===== src/rtl/simt_mem_seq.sv =====
// simt_mem_seq: per-lane SIMT load/store sequencer.
// A warp request is latched in IDLE, then each active lane is serialised
// (ascending lane order) onto a single-word ready-handshake memory port.
// Optional macro SIMT_MEM_SEQ_COALESCE_EN: during loads, a lane whose address
// matches the most recently serviced lane copies that data without an access.
module simt_mem_seq #(
    parameter int LANES  = 16,
    parameter int DATA_W = 16,
    parameter int ADDR_W = 16
) (
    input  logic                     clk,
    input  logic                     reset,
    input  logic                     start,
    input  logic                     is_load,
    input  logic [LANES-1:0]         active_mask,
    input  logic [LANES*ADDR_W-1:0]  addr_in,
    input  logic [LANES*DATA_W-1:0]  wdata_in,
    output logic                     busy,
    output logic                     done,
    output logic [LANES*DATA_W-1:0]  rdata_out,
    output logic                     mem_req,
    output logic                     mem_we,
    output logic [ADDR_W-1:0]        mem_addr,
    output logic [DATA_W-1:0]        mem_wdata,
    input  logic                     mem_ready,
    input  logic [DATA_W-1:0]        mem_rdata
);

    localparam int PW = (LANES > 1) ? $clog2(LANES) : 1;

    localparam logic [1:0] S_IDLE = 2'd0;
    localparam logic [1:0] S_RUN  = 2'd1;
    localparam logic [1:0] S_DONE = 2'd2;

    logic [1:0]                    state;
    logic                          ld;
    logic [LANES-1:0]              mask_q;
    logic [LANES-1:0][ADDR_W-1:0]  addr_q;
    logic [LANES-1:0][DATA_W-1:0]  wdata_q;
    logic [LANES-1:0][DATA_W-1:0]  rdata_q;
    logic [PW-1:0]                 ptr;

    logic [PW-1:0]                 first;
    logic [PW-1:0]                 nxt;
    logic                          found;
    logic                          stop;
`ifdef SIMT_MEM_SEQ_COALESCE_EN
    logic [LANES-1:0]              cmask;
`endif

    // Lowest set bit of the incoming mask: the first lane to service.
    always_comb begin
        first = '0;
        for (int i = LANES - 1; i >= 0; i--)
            if (active_mask[i]) first = PW'(i);
    end

    // Next lane needing a real access above the current one; with coalescing,
    // same-address load lanes in between are marked for a free copy instead.
    always_comb begin
        nxt   = '0;
        found = 1'b0;
        stop  = 1'b0;
`ifdef SIMT_MEM_SEQ_COALESCE_EN
        cmask = '0;
`endif
        for (int i = 0; i < LANES; i++) begin
            if (i > int'(ptr) && mask_q[i] && !stop) begin
`ifdef SIMT_MEM_SEQ_COALESCE_EN
                if (ld && addr_q[i] == addr_q[ptr]) begin
                    cmask[i] = 1'b1;
                end else begin
                    nxt   = PW'(i);
                    found = 1'b1;
                    stop  = 1'b1;
                end
`else
                nxt   = PW'(i);
                found = 1'b1;
                stop  = 1'b1;
`endif
            end
        end
    end

    // Sequencer FSM, request latch and load-result capture.
    always_ff @(posedge clk) begin
        if (reset) begin
            state   <= S_IDLE;
            ld      <= 1'b0;
            mask_q  <= '0;
            addr_q  <= '0;
            wdata_q <= '0;
            rdata_q <= '0;
            ptr     <= '0;
        end else begin
            case (state)
                S_IDLE: begin
                    if (start) begin
                        ld      <= is_load;
                        mask_q  <= active_mask;
                        addr_q  <= addr_in;
                        wdata_q <= wdata_in;
                        rdata_q <= '0;
                        ptr     <= first;
                        state   <= (|active_mask) ? S_RUN : S_DONE;
                    end
                end
                S_RUN: begin
                    if (mem_ready) begin
                        if (ld) begin
                            rdata_q[ptr] <= mem_rdata;
`ifdef SIMT_MEM_SEQ_COALESCE_EN
                            for (int i = 0; i < LANES; i++)
                                if (cmask[i]) rdata_q[i] <= mem_rdata;
`endif
                        end
                        if (found) ptr   <= nxt;
                        else       state <= S_DONE;
                    end
                end
                S_DONE:  state <= S_IDLE;
                default: state <= S_IDLE;
            endcase
        end
    end

    // Memory port is driven only in RUN so idle outputs read zero.
    assign mem_req   = (state == S_RUN);
    assign mem_we    = mem_req && !ld;
    assign mem_addr  = mem_req ? addr_q[ptr] : '0;
    assign mem_wdata = mem_we ? wdata_q[ptr] : '0;
    assign busy      = (state != S_IDLE);
    assign done      = (state == S_DONE);
    assign rdata_out = rdata_q;

endmodule


===== config.mk =====
export PLATFORM = sky130hd
export DESIGN_NAME = simt_mem_seq
export DESIGN_NICKNAME = d
export VERILOG_FILES = /design/src/rtl/simt_mem_seq.sv
export SDC_FILE = /design/constraint.sdc
export NUM_CORES = 2
export LEC_CHECK = 0
export CORE_AREA = 3 3 323 325
export DETAILED_ROUTE_END_ITERATION = 12
export DIE_AREA = 0 0 326 328
export HOLD_SLACK_MARGIN = 0.02
export MAX_ROUTING_LAYER = met4
export PLACE_DENSITY = 0.62
export SLEW_MARGIN = 10
export SYNTH_ARGS = -nofsm -noshare
export SYNTH_HDL_FRONTEND = slang
export SYNTH_SLANG_ARGS = --single-unit

===== constraint.sdc =====
create_clock -name clk -period 6.85 [get_ports clk]
set_clock_uncertainty 0.15 [all_clocks]
set_input_delay 1.37 -clock clk [delete_from_list [all_inputs] [get_ports clk]]
set_output_delay 1.37 -clock clk [all_outputs]
set_load 0.03 [all_outputs]

==> reports/summary.txt <==
Hold Buf Count CTS: 0
Dominant cell type by area after synthesis: dfxtp_1
Post-synthesis xor/xnor area fraction: 0%
Worst-Margin Slew: 1.157 ns
Hold depth: 2
CP max stage delay: 0.84 ns
Remaining antenna violation count: 0
Crit path cell chain: buf_4 -> mux4_2 -> mux4_2 -> and2_1 -> clkdlybuf4s50_1
Startpoint types: flop
GRT Resource Usage Total: 25.31%
Tmin final: 5.497 ns
Drt drc: 0
Yosys reg bits: 790
Reg2Reg Setup Slack: 3.57 ns
Max FO, Critical Path: 33
Post-CTS setup buffers: 0
Simple-gate share of the synthesized area: 18.20%
Final Net Count: 4795
Met2 track demand over resource: 40.28%
Vias in the first global route: 27890
DP Area: 40910 um^2
Finished Layout Cells: 5718
RSZ-0062 raised after global routing: no
CP most frequent cell: mux4_2
Ys flop type: dfxtp_1
Hold Worst Slack: 0.3014 ns
Gpl congestion: 0.9951
Place WS: 2.006 ns
Final Hold Fails: 0
Clock transition at path regs: 0.06 ns
Slew Limit Fails: 0
Ranking of synthesized cells by area: dfxtp_1 (50%), nand2_1 (13%), mux4_2 (11%)
Deepest clock path buffer count: 3
Initial cell density of the core: 31.10%
Initial antenna violation count: 29
# fillers: 10020
Most frequent cell after synthesis: nand2_1
Status: finished clean
Die Y: 328 um
Post-synthesis mux area share: 11.45%
Cell variety after synth: 58
Leak: 15.45 nW
Max Clock Freq: 0.1819 GHz
Via Count: 29620
Syn avg cell area: 8.821 um^2
Worst Path Arrival: 3.98 ns
Post-synth EDFFs: 0
Synth top cells by count: nand2_1 (1076), dfxtp_1 (790), a21oi_1 (543), nor2_1 (277), a22oi_1 (256)
Worst hold-check path type: flop to flop
Kind of critical path: flop to output port
Core ar.: 101700 um^2
DRT Pass-1 Iters: 6
Worst setup margin: 1.353 ns
Pin count of the biggest net entering global routing: 216
Adder-cell share of the synthesized area: 0%
Worst EP required: 5.33 ns
H-tree Lvls: 3
GRT Residual Overflow: 0
Synth top area share: 49.98%
Async S/R FF share, synth: 0%
Final instance area: 43940 um^2
Reg-to-Reg End: rdata_out[20]
Clk root buf: clkbuf_16
Compound-Gate Fraction of Synth Area: 15.85%
Sink Count: 790
Global-route wire length before repair: 194900 um
Synth Cell Area: 31640 um^2
Post-synthesis sequential area ratio: 49.98%
CTS-repair resized insts: 0
Setup tns final: 0 ns
DRT Wirelength: 137900 um
Layout area overhead: 38.88%
DIE AREA: 106900 um^2
Row Count: 117
Max Cap Viol: 0
IO Port Bufs: 840
Relative slew slack: 22.83%
Post-detailed-route wirelength per cell: 24.11 um
Worst hold path startpoint: addr_q[44]
Capturing element type of the critical path: output port
Worst r2r path cells: 7
Clk Latency, worst-skew pair: 0.66 ns
Die width: 326 um
DP Wirelength: 101500 um
GR peak layer: met2
GR Util met1: 30.28%
Final period util: 80.24%
TritonCTS Buffers: 89
TritonCTS clock tree: yes
CP max-delay cell: dfxtp_4
Reg-to-reg critical path startpoint: state[0]
# IOs: 841
Synth Instances: 3587
Starting DRT DRC Count: 3113
Placed instance count: 5523
Syn nets: 4136
Syn. warnings: 0
Peak VDD IR: 171.6 uV
Layout cells sized above 1: 8.937%
Met3 Usage GRT: 7.115%
Worst Hold Path EP: addr_q[44]
Power Dens Cells: 263.8 nW/um^2
Dominant combinational cell family by area after synthesis: simple AND/OR/NAND/NOR gates
Final setup violating endpoints: 0
Routed vias/inst: 5.180
==> how the worst max path moves through the flow <==
stage | start | endpoint | slack (ns) | cells past startpoint
floorplan | ptr[1] | mem_addr[0] | 3.32 | 6
global placement | ptr[0] | mem_wdata[7] | 2.03 | 5
detailed placement | ptr[0] | mem_wdata[11] | 2.01 | 5
CTS | ptr[0] | mem_wdata[11] | 1.25 | 5
global route | ptr[0] | mem_wdata[7] | 1.15 | 5
finish | ptr[0] | mem_wdata[11] | 1.35 | 5
==> metal layers <==
metal / share of wire (%) / up-vias
li1: - / 13650
met1: 38 / 14370
met2: 47 / 1376
met3: 10 / 229
met4: 4.0 / 0
met5: 0 / -
==> worst max-delay path: cells and delay by family, from the launching register on <==
kind          cells  cell delay, ns
simple gates      1            0.17
buf+inv           2            1.09
mux               2            1.11
flops             1            0.84
==> final cells by class <==
type	count	area (um^2)	area share [%]
tap	1368	1712	3.895
sequential	790	15830	36.02
clock buffer	136	2628	5.979
inverter	10	38.79	0.08827
timing repair buffer	889	8919	20.30
antenna	31	77.57	0.1765
multi-input combinational	2466	14410	32.79
clock inverter	28	330.3	0.7517
==> state kept, by name, indices dropped and copies added, names as in the netlist <==
register   count
wdata_q      256
addr_q       256
ptr            4
state          2
rdata_out    256
mask_q        15
ld             1
==> report_power, final <==
group	internal (mW)	total [mW]	switching [mW]
combinational	0.750	1.65	0.904
sequential	4.82	5.07	0.253
clock	2.85	4.87	2.02
==> cell usage in the layout (no fill, tap or decap), types with 4 or more instances in the layout <==
master and count:
nand2_1 1075, o21ai_1 9, bufinv_16 5, mux4_2 160, clkdlybuf4s50_1 839, nor3_1 13, nor2b_1 6, inv_1 9
clkbuf_8 16, dfxtp_4 4, clkbuf_16 92, a22oi_1 256, nor2_4 5, buf_12 11, clkinv_2 13, clkbuf_1 28
a21oi_1 543, nand2b_1 8, buf_4 38, dfxtp_1 786, and2_1 33, diode_2 31, o21ai_0 16, nor2_1 276
nor2_2 11, nand3_1 6
==> stage by stage <==
stage          power (mW)  util (%)
6_report            11.59     43.19
5_1_grt             11.99     43.17
4_1_cts             11.67     43.11
3_5_place_dp        6.816     40.21
3_3_place_gp        6.803     40.21
2_1_floorplan       6.007         -
==> kinds of logic (layout without fill, tap and decap cells) <==
kind of cell / after synthesis / in the layout
buffers and inverters: 331 / 1063
multiplexers: 162 / 162
AND/OR/NAND/NOR: 1454 / 1454
flip-flops: 790 / 790
AO/OA/AOI/OAI: 850 / 850
other: 0 / 31
(Power assumes the default switching activity.)
